$ cat config.mk
export PLATFORM = sky130hd
export DESIGN_NAME = v_upd_sched
export DESIGN_NICKNAME = d
export VERILOG_FILES = /design/src/rtl/v_upd_sched.sv
export SDC_FILE = /design/constraint.sdc
export NUM_CORES = 1
export LEC_CHECK = 0
export CORE_UTILIZATION = 40
export CTS_CLUSTER_SIZE = 25
export DETAILED_ROUTE_END_ITERATION = 7
export HOLD_SLACK_MARGIN = 0.05
export PLACE_DENSITY = 0.92
export SYNTH_ARGS = -nofsm -noshare
export SYNTH_HDL_FRONTEND = slang
export SYNTH_SLANG_ARGS = --single-unit
$ cat constraint.sdc
create_clock -name clk -period 3.8 [get_ports clk]
set_input_delay 0.57 -clock clk [delete_from_list [all_inputs] [get_ports clk]]
set_output_delay 0.57 -clock clk [all_outputs]
set_load 0.02 [all_outputs]
$ cat src/rtl/v_upd_sched.sv
// Round-robin scheduler sharing the v engine list-update bus between N feed requesters,
// with init hold, busy blocking and a drain/quiesce handshake.

module v_upd_sched_chk #(
   parameter int N = 4
) (
   input logic         clk,
   input logic         rst,
   input logic [N-1:0] req_vld,
   input logic [N-1:0] req_rdy,
   input logic         upd_vld,
   input logic [1:0]   state
);
   a_rdy_onehot0: assert property (@(posedge clk) disable iff (rst) $onehot0(req_rdy));
   a_rdy_needs_vld: assert property (@(posedge clk) disable iff (rst) (req_rdy & ~req_vld) == '0);
   a_no_issue_drained: assert property (@(posedge clk) disable iff (rst) !(state == 2'd3 && upd_vld));
endmodule

module v_upd_sched #(
   parameter int N            = 4,
   parameter int ID_W         = 8,
   parameter int CMD_W        = 2,
   parameter int KEY_W        = 16,
   parameter int SIZE_W       = 16,
   parameter int DRAIN_CYCLES = 6,
   parameter int INIT_HOLD    = 2,
   localparam int SRC_W       = (N > 1) ? $clog2(N) : 1
) (
   input  logic                clk,
   input  logic                rst,
   input  logic [N-1:0]        i_req_vld,
   output logic [N-1:0]        o_req_rdy,
   input  logic [N*ID_W-1:0]   i_req_prod_id,
   input  logic [N*CMD_W-1:0]  i_req_cmd,
   input  logic [N*KEY_W-1:0]  i_req_key,
   input  logic [N*SIZE_W-1:0] i_req_size,
   input  logic                i_busy,
   output logic                o_upd_vld_r,
   output logic [ID_W-1:0]     o_upd_prod_id_r,
   output logic [CMD_W-1:0]    o_upd_cmd_r,
   output logic [KEY_W-1:0]    o_upd_key_r,
   output logic [SIZE_W-1:0]   o_upd_size_r,
   output logic [SRC_W-1:0]    o_upd_src_r,
   input  logic                i_drain_req,
   output logic                o_drained_r,
   output logic [1:0]          o_state_r
);
   localparam int HOLD_W = (INIT_HOLD > 0) ? $clog2(INIT_HOLD + 1) : 1;
   localparam int DRN_W  = (DRAIN_CYCLES > 0) ? $clog2(DRAIN_CYCLES + 1) : 1;
   localparam logic [HOLD_W-1:0] HOLD_MAX = HOLD_W'(INIT_HOLD);
   localparam logic [DRN_W-1:0]  DRN_LOAD = DRN_W'(DRAIN_CYCLES);
   localparam logic [N-1:0]      ONE_N    = {{(N-1){1'b0}}, 1'b1};

   typedef enum logic [1:0] {
      INIT    = 2'd0,
      RUN     = 2'd1,
      DRAIN   = 2'd2,
      DRAINED = 2'd3
   } state_t;

   state_t            state_r;
   logic [SRC_W-1:0]  ptr_r;
   logic [HOLD_W-1:0] hold_cnt_r;
   logic [DRN_W-1:0]  drain_cnt_r;

   logic              grant_en_s;
   logic              gnt_vld_s;
   logic              hit_s;
   logic [SRC_W-1:0]  gnt_idx_s;
   logic [SRC_W-1:0]  cand_s;
   logic [SRC_W-1:0]  ptr_nxt_s;

   // Round-robin search from the pointer; drain request outranks any grant.
   always_comb begin
      grant_en_s = (state_r == RUN) && !i_busy && !i_drain_req;
      gnt_vld_s  = 1'b0;
      gnt_idx_s  = '0;
      cand_s     = '0;
      hit_s      = 1'b0;
      for (int i = 0; i < N; i++) begin
         cand_s    = SRC_W'((int'(ptr_r) + i) % N);
         hit_s     = grant_en_s && !gnt_vld_s && i_req_vld[cand_s];
         gnt_idx_s = hit_s ? cand_s : gnt_idx_s;
         gnt_vld_s = gnt_vld_s | hit_s;
      end
      ptr_nxt_s = (gnt_idx_s == SRC_W'(N - 1)) ? '0 : gnt_idx_s + SRC_W'(1);
      o_req_rdy = gnt_vld_s ? (ONE_N << gnt_idx_s) : '0;
   end

   // Control FSM: init hold, run/arbitrate, drain countdown, drained.
   always_ff @(posedge clk) begin
      if (rst) begin
         state_r     <= INIT;
         ptr_r       <= '0;
         hold_cnt_r  <= '0;
         drain_cnt_r <= '0;
         o_drained_r <= 1'b0;
      end else begin
         case (state_r)
            INIT: begin
               if (hold_cnt_r != HOLD_MAX) begin
                  hold_cnt_r <= hold_cnt_r + HOLD_W'(1);
               end
               if (hold_cnt_r == HOLD_MAX && !i_busy) begin
                  state_r <= RUN;
               end
            end
            RUN: begin
               if (i_drain_req) begin
                  state_r     <= DRAIN;
                  drain_cnt_r <= DRN_LOAD;
               end else if (gnt_vld_s) begin
                  ptr_r <= ptr_nxt_s;
               end
            end
            DRAIN: begin
               if (!i_drain_req) begin
                  state_r     <= RUN;
                  drain_cnt_r <= '0;
               end else if (drain_cnt_r == '0) begin
                  state_r     <= DRAINED;
                  o_drained_r <= 1'b1;
               end else begin
                  drain_cnt_r <= drain_cnt_r - DRN_W'(1);
               end
            end
            DRAINED: begin
               if (!i_drain_req) begin
                  state_r     <= RUN;
                  o_drained_r <= 1'b0;
               end
            end
            default: begin
               state_r     <= INIT;
               o_drained_r <= 1'b0;
            end
         endcase
      end
   end

   // Issue register: fields captured only on the handshake cycle.
   always_ff @(posedge clk) begin
      if (rst) begin
         o_upd_vld_r     <= 1'b0;
         o_upd_prod_id_r <= '0;
         o_upd_cmd_r     <= '0;
         o_upd_key_r     <= '0;
         o_upd_size_r    <= '0;
         o_upd_src_r     <= '0;
      end else begin
         o_upd_vld_r <= gnt_vld_s;
         if (gnt_vld_s) begin
            o_upd_prod_id_r <= i_req_prod_id[gnt_idx_s*ID_W +: ID_W];
            o_upd_cmd_r     <= i_req_cmd[gnt_idx_s*CMD_W +: CMD_W];
            o_upd_key_r     <= i_req_key[gnt_idx_s*KEY_W +: KEY_W];
            o_upd_size_r    <= i_req_size[gnt_idx_s*SIZE_W +: SIZE_W];
            o_upd_src_r     <= gnt_idx_s;
         end
      end
   end

   assign o_state_r = state_r;

   v_upd_sched_chk #(.N(N)) u_chk (
      .clk     (clk),
      .rst     (rst),
      .req_vld (i_req_vld),
      .req_rdy (o_req_rdy),
      .upd_vld (o_upd_vld_r),
      .state   (o_state_r)
   );
endmodule

==> out/summary.log, run 1 <==
INFO  finish         multi_input_area=1980um^2
INFO  timing         setup_viol=0
INFO  timing         post_layout_min_period=3640ps
INFO  synthesis      synth_cell_type_count=48
INFO  synthesis      asyncSetResetFlopFracSynth=0%
INFO  setup_path     timing.rr.end=o_upd_size_r[5]$_SDFFE_PP0P_
INFO  clock_network  cts_tree=done
INFO  finish         fillCellCount=676
INFO  setup_path     timing.critical_path.fanout_max=44
INFO  timing         clock-skew-final=8.09ps
INFO  pwr            power_per_cell_area=282nW/um^2
INFO  global_route   global_route.usage.total=26.8%
INFO  setup_path     critical_path.reg2reg.startpoint=o_state_r[1]$_SDFFE_PP0P_
INFO  floorplanning  core.rowCount=34
INFO  setup_path     worstPathRequired=3230ps
INFO  setup_path     crit_start=i_req_vld[3]
INFO  run            cap_viol_max_count=0
INFO  synthesis      synth_area=3570um^2
INFO  placement      io_buffers=227
INFO  floorplanning  floorplan.die_area=9300um^2
INFO  pwr            peakVddDrop=0.224mV
INFO  hold_path      worstHoldPathType=register to register
INFO  global_route   number_of_antenna_violations_at_the_first_check_in_global_routing=0
INFO  clock_network  clockBufferDepth=2
INFO  setup_path     critical_setup_path_class=primary input to primary output
INFO  pwr            power.share.switching=31.8%
INFO  timing         rsz_0062_raised_after_global_routing=no
INFO  finish         antenna_cells_inserted=0
INFO  synthesis      synth_nets=582
INFO  clock_network  clkSinkCount=55
INFO  timing         hold-worst-slack=487ps
INFO  synthesis      count_of_flip_flops_with_a_built_in_enable_after_synthesis=0
INFO  finish         relative_area_change_from_synthesis_to_final_layout=64.9%
INFO  floorplanning  ios=228
INFO  floorplanning  start_util=41.1%
INFO  pwr            pwr-share-comb=39.1%
INFO  finish         number_of_nets_in_the_layout=788
INFO  synthesis      synthesis.area_per_instance=8.96um^2
INFO  placement      finalWeightedCongestion=0.772
INFO  clock_network  cts_htree_levels=2
INFO  global_route   grt_start_max_net_pins=45
INFO  setup_path     crit_arrival=3070ps
INFO  floorplanning  die_h=96.4um
INFO  synthesis      netlist_instances=398
INFO  global_route   overflow=0
INFO  finish         leading_cell_type_in_the_layout_fill_and_taps_excluded=clkdlybuf4s50_1
INFO  detailed_routing starting_drt_drc_count=194
INFO  detailed_routing post-route-drc-count=0
INFO  clock_network  worstSkewPairLatency=300ps
INFO  floorplanning  die_w=96.4um
INFO  setup_path     timing.reg2reg.setup_slack=1190ps
INFO  global_route   grt_first_pass_wirelength=19300um
INFO  detailed_routing wl_per_cell=18.6um
INFO  setup_path     endpoint_kind=primary output
INFO  hold_path      timing.hold.worst.start=o_upd_size_r[12]$_SDFFE_PP0P_
INFO  clock_network  clk_transition_reported_paths=90ps
INFO  pwr            power.share.sequential=39.4%
INFO  clock_network  clockRootBuffer=clkbuf_8
INFO  timing         tightest_slew=1160ps
INFO  timing         fin_crit_sh=95.7%
INFO  detailed_routing route.antenna.remaining_nets=0
INFO  setup_path     crit_path_launch_type=primary input
INFO  finish         regArea=1100um^2
INFO  timing         report.final.slew_viol_count=0
INFO  detailed_routing sum_of_routed_wire_length_over_all_layers=13300um
INFO  pwr            netSwitchingPower=0.527mW
INFO  placement      dp.final_hpwl=9550um
INFO  timing         fin_setup_tns=0ps
INFO  synthesis      ys_warn_count=0
INFO  synthesis      synth.ff_latch_count=55
INFO  setup_path     worst_r2r_path_depth=8
INFO  clock_network  cts_repair_resize_count=0
INFO  clock_network  cts_setup_buffers=0
INFO  detailed_routing first_drt_pass_iteration_count=5
INFO  clock_network  cts_made_buffers=5
INFO  timing         final-hold-violation-count=0
INFO  floorplanning  fp.coreArea=8680um^2
INFO  synthesis      postSynth.topFlopCell=dfxtp_1
INFO  global_route   grt_pass1_vias=3989
INFO  timing         relSlewSlack=22.3%
INFO  detailed_routing route.vias.total=4138
INFO  status         outcome=finished, final reports clean
INFO  clock_network  holdBufCountCts=0
INFO  pwr            power.leakage=2.35nW
INFO  timing         fmax=275MHz
INFO  finish         layout.cells.most_common_list=clkdlybuf4s50_1, dfxtp_1, nand2_1
INFO  setup_path     critPathCapture=o_req_rdy[0]
INFO  detailed_routing viasPerCell=5.80
INFO  pwr            power.internal=1.13mW
INFO  pwr            pwr-share-clk=21.6%
INFO  synthesis      yosysSeqAreaShare=30.9%
INFO  finish         layout-drive-gt1-share=5.95%
-- sequential cells by signal, indices dropped and copies added (netlist names) --
| signal | cells |
|---|---|
| o_upd_src_r | 2 |
| ptr_r | 2 |
| o_drained_r | 1 |
| o_upd_key_r | 16 |
| o_upd_prod_id_r | 8 |
| drain_cnt_r | 3 |
| o_state_r | 2 |
| o_upd_size_r | 16 |
| o_upd_cmd_r | 2 |
| o_upd_vld_r | 1 |
| hold_cnt_r | 2 |
-- stage by stage --
step                      instances  area, um^2  utilization, %  power (mW)  setup slack, ps
final                           713        5880            67.8        1.66              163
after global routing            713        5880            67.8        1.74             39.8
after floorplan                 398        3570               -       0.999             1310
after global placement          705        5780            66.6        1.28              331
after CTS                       713        5880            67.8        1.66              195
after detailed placement        705        5780            66.6        1.31              206
-- final cells by class --
class                           count  area share (%)
Tap cell                          108            2.30
Inverter                           53            3.38
Clock buffer                        8            1.70
Sequential cell                    55            18.7
Multi-Input combinational cell    251            33.7
Timing Repair Buffer              238            40.2
-- critical path: stages --
cell             delay (ps)
clkdlybuf4s50_1         590
a21boi_0                430
o211a_1                 270
buf_4                   480
nor3_1                  150
clkdlybuf4s50_1         570
-- power by group through the flow --
stage	combinational [mW]	sequential (mW)	clock, mW
5_1_grt	0.697	0.660	0.384
4_1_cts	0.646	0.652	0.359
3_5_place_dp	0.642	0.665	0
3_3_place_gp	0.619	0.662	0
2_1_floorplan	0.304	0.695	0
6_report	0.648	0.653	0.357
-- Yosys cell counts (3+ instances only) --
master | instances | area, um^2
nor2_1 | 6 | 22.5
buf_4 | 4 | 30.0
nand2_1 | 53 | 199
ha_1 | 8 | 100
nand2b_1 | 3 | 18.8
o221a_1 | 40 | 450
o221ai_1 | 42 | 368
o21ai_0 | 3 | 15.0
nor2b_1 | 3 | 18.8
dfxtp_1 | 55 | 1100
buf_6 | 17 | 191
a22o_1 | 42 | 368
inv_1 | 52 | 195
buf_2 | 5 | 25.0
nor3_1 | 3 | 15.0
clkbuf_1 | 13 | 48.8
a21oi_1 | 12 | 60.1
-- how the worst min path moves through the flow --
stage | endpoint | slack [ps] | cells after the start
after global placement | o_upd_prod_id_r[3]$_SDFFE_PP0P_ | 460 | 1
after global routing | o_upd_src_r[1]$_SDFFE_PP0P_ | 510 | 2
final | o_upd_size_r[12]$_SDFFE_PP0P_ | 490 | 1
after floorplan | drain_cnt_r[1]$_SDFFE_PP0P_ | 470 | 2
after CTS | o_upd_src_r[1]$_SDFFE_PP0P_ | 490 | 2
after detailed placement | o_upd_prod_id_r[6]$_SDFFE_PP0P_ | 460 | 1
-- layer usage --
| metal | global-route usage [%] | vias to the layer above | wire [um] |
|---|---|---|---|
| li1 | - | 1916 | - |
| met5 | 0 | - | 0 |
| met2 | 48.9 | 199 | 6680 |
| met1 | 31.7 | 1997 | 5220 |
| met3 | 4.62 | 26 | 1050 |
| met4 | 8.58 | 0 | 308 |
-- cells by family (layout without fill, tap and decap cells) --
kind of cell / count (synthesis) / in the layout / share of synthesized area [%]
adder cells (fa/ha/maj): 8 / 8 / 2.81
XOR/XNOR: 1 / 1 / 0.246
multiplexers: 1 / 1 / 0.316
AO/OA/AOI/OAI: 156 / 156 / 39.9
AND/OR/NAND/NOR: 85 / 85 / 12.0
buffers and inverters: 92 / 299 / 13.9
flip-flops: 55 / 55 / 30.9
(Power assumes the default switching activity.)
==> run 2, diff against run 1 <==
--- a/config.mk
+++ b/config.mk
@@ -5,6 +5,7 @@
 export SDC_FILE = /design/constraint.sdc
 export NUM_CORES = 1
 export LEC_CHECK = 0
+export CORE_MARGIN = 3
 export CORE_UTILIZATION = 40
 export CTS_CLUSTER_SIZE = 25
 export DETAILED_ROUTE_END_ITERATION = 7
==> run 2 against run 1 <==
Setup slack better by 28 ps. Clock power is 1% lower. First-iteration DRC count is 7.2% lower. Non-clock buffer count stayed put. Hold slack worse by 9.6 ps. Total power is 0.69% lower. Via count is 2.5% lower. Sequential power hardly changed. Sequential share of layout area is 0.052 points higher. Fmax is 0.77% higher. Wire length is 2.2% higher. Combinational power is 1% lower.
==> out/summary.log, run 2 (synthesis gave the netlist of run 1 again) <==
INFO  floorplanning  die_w=100um [was 96.4 um]
INFO  global_route   grtUsageMet3=4.59% [was 4.62%]
INFO  global_route   number_of_antenna_violations_at_the_first_check_in_global_routing=0 [unchanged]
INFO  floorplanning  floorplan.die_area=10100um^2 [was 9300 um^2]
INFO  clock_network  clk_transition_reported_paths=90ps [about the same]
INFO  clock_network  cts_setup_buffers=0 [unchanged]
INFO  clock_network  cts_htree_levels=2 [unchanged]
INFO  finish         relative_area_change_from_synthesis_to_final_layout=64.5% [was 64.9%]
INFO  global_route   met2_usage=46.8% [was 48.9%]
INFO  pwr            power_per_cell_area=281nW/um^2 [was 282 nW/um^2]
INFO  setup_path     critical_setup_path_class=primary input to primary output [unchanged]
INFO  global_route   grt_pass1_vias=4157 [was 3989]
INFO  global_route   global_route.usage.total=25.8% [was 26.8%]
INFO  finish         top_regs=o_upd_key_r x16, o_upd_size_r x16, o_upd_prod_id_r x8 [unchanged]
INFO  timing         fin_crit_sh=95.0% [was 95.7%]
INFO  detailed_routing post-route-drc-count=0 [unchanged]
INFO  timing         fin_setup_tns=0ps [unchanged]
INFO  timing         final-hold-violation-count=0 [unchanged]
INFO  floorplanning  ios=228 [unchanged]
INFO  timing         clock-skew-final=5.19ps [was 8.09 ps]
INFO  detailed_routing starting_drt_drc_count=180 [was 194]
INFO  detailed_routing sum_of_routed_wire_length_over_all_layers=13600um [was 13300 um]
INFO  global_route   grt_util_met1=31.8% [was 31.7%]
INFO  setup_path     crit_path_cells=clkdlybuf4s50_1 -> a21boi_0 -> o211a_1 -> buf_4 -> nor3_1 -> clkdlybuf4s50_1 [unchanged]
INFO  placement      dp.final_hpwl=10000um [was 9550 um]
INFO  finish         antenna_cells_inserted=0 [unchanged]
INFO  timing         rsz_0062_raised_after_global_routing=no [unchanged]
INFO  detailed_routing wl_per_cell=19.1um [was 18.6 um]
INFO  clock_network  worstSkewPairLatency=300ps [about the same]
INFO  finish         layout.cells.most_common_list=clkdlybuf4s50_1, dfxtp_1, nand2_1 [unchanged]
INFO  floorplanning  die_h=100um [was 96.4 um]
INFO  setup_path     endpoint_kind=primary output [unchanged]
INFO  setup_path     crit_path_launch_type=primary input [unchanged]
INFO  finish         layout-drive-gt1-share=5.95% [unchanged]
INFO  setup_path     timing.reg2reg.setup_slack=1210ps [was 1190 ps]
INFO  timing         report.final.slew_viol_count=0 [unchanged]
INFO  floorplanning  fp.coreArea=8420um^2 [was 8680 um^2]
INFO  status         outcome=finished, final reports clean [unchanged]
INFO  floorplanning  core.rowCount=33 [was 34]
INFO  floorplanning  start_util=42.3% [was 41.1%]
INFO  pwr            peakVddDrop=0.176mV [was 0.224 mV]
INFO  global_route   grt_first_pass_wirelength=21300um [was 19300 um]
INFO  placement      io_buffers=227 [unchanged]
INFO  timing         setup_viol=0 [unchanged]
INFO  setup_path     crit_arrival=3040ps [was 3070 ps]
INFO  setup_path     highest_cell_delay_on_the_worst_timing_path=590ps [about the same]
INFO  timing         relSlewSlack=52.9% [was 22.3%]
INFO  finish         number_of_nets_in_the_layout=788 [unchanged]
INFO  global_route   grt_most_used_layer=met2 [unchanged]
INFO  setup_path     timing.critical_path.fanout_max=44 [unchanged]
INFO  clock_network  clkSinkCount=55 [unchanged]
INFO  clock_network  cts_tree=done [unchanged]
INFO  clock_network  clockBufferDepth=2 [unchanged]
INFO  setup_path     cp_dominant_cell_by_count=clkdlybuf4s50_1 [unchanged]
INFO  detailed_routing route.antenna.remaining_nets=0 [unchanged]
INFO  detailed_routing viasPerCell=5.68 [was 5.80]
INFO  hold_path      worstHoldPathType=register to register [unchanged]
INFO  setup_path     worstPathRequired=3230ps [about the same]
INFO  global_route   overflow=0 [unchanged]
INFO  pwr            power.leakage=2.34nW [was 2.35 nW]
INFO  clock_network  clockRootBuffer=clkbuf_8 [unchanged]
INFO  finish         fillCellCount=668 [was 676]
INFO  timing         tightest_slew=705ps [was 1160 ps]
INFO  finish         leading_cell_type_in_the_layout_fill_and_taps_excluded=clkdlybuf4s50_1 [unchanged]
INFO  global_route   grt_start_max_net_pins=45 [unchanged]
INFO  timing         fmax=277MHz [was 275 MHz]
INFO  placement      finalWeightedCongestion=0.892 [was 0.772]
INFO  clock_network  cts_repair_resize_count=0 [unchanged]
INFO  timing         post_layout_min_period=3610ps [was 3640 ps]
INFO  detailed_routing route.vias.total=4036 [was 4138]
INFO  timing         hold-worst-slack=477ps [was 487 ps]
INFO  setup_path     cp_max_stage_cell=clkdlybuf4s50_1 [unchanged]
INFO  run            cap_viol_max_count=0 [unchanged]
INFO  clock_network  holdBufCountCts=0 [unchanged]
INFO  clock_network  cts_made_buffers=5 [unchanged]
INFO  detailed_routing first_drt_pass_iteration_count=4 [was 5]
[run 2: changes by cell type in the layout (fill, tap and decap cells not counted)]
cell	delta
buf_4	+1
buf_12	-1
[run 2: path summary, 6_finish.rpt]
check	startpoint	endpoint	cells past startpoint
worst max register to register	o_state_r[0]$_SDFFE_PP0P_	o_upd_size_r[6]$_SDFFE_PP0P_	7
worst min register to register	o_upd_src_r[1]$_SDFFE_PP0P_	o_upd_src_r[1]$_SDFFE_PP0P_	2
worst max-delay path	i_req_vld[3]	o_req_rdy[0]	6
worst min-delay path	o_upd_src_r[1]$_SDFFE_PP0P_	o_upd_src_r[1]$_SDFFE_PP0P_	2
[run 2: routing by layer]
layer	vias up	part of all wire (%)
li1	1916	-
met4	0	1.6
met1	1924	40
met2	180	51
met3	16	7.2
met5	-	0
[run 2: area by class of cell]
type | instances | area [um^2] | area share (%)
Timing Repair Buffer | 238 | 2350 | 40.1
Multi-Input combinational cell | 251 | 1980 | 33.8
Sequential cell | 55 | 1100 | 18.8
Inverter | 53 | 199 | 3.39
Tap cell | 105 | 131 | 2.24
Clock buffer | 8 | 100 | 1.71
[run 2: critical path, delay by kind of cell]
family / cells / cell delay [ps]
compound gates: 2 / 710
buf+inv: 3 / 1610
simple gates: 1 / 140
[run 2: stage by stage]
stage	instances	setup slack, ps	power (mW)	instance area (um^2)	util (%)
finish	710	191	1.65	5870	69.7
global route	710	60.7	1.74	5870	69.7
CTS	710	192	1.66	5870	69.7
detailed placement	702	207	1.30	5770	68.5
global placement	702	338	1.28	5770	68.5
floorplan	398	1310	0.999	3570	-
[run 2: where the power goes]
group          total, mW  internal, mW  leakage (nW)  switching, mW
logic              0.640         0.341          1.85          0.299
registers          0.654         0.621         0.444         0.0324
clock network      0.352         0.167        0.0515          0.185
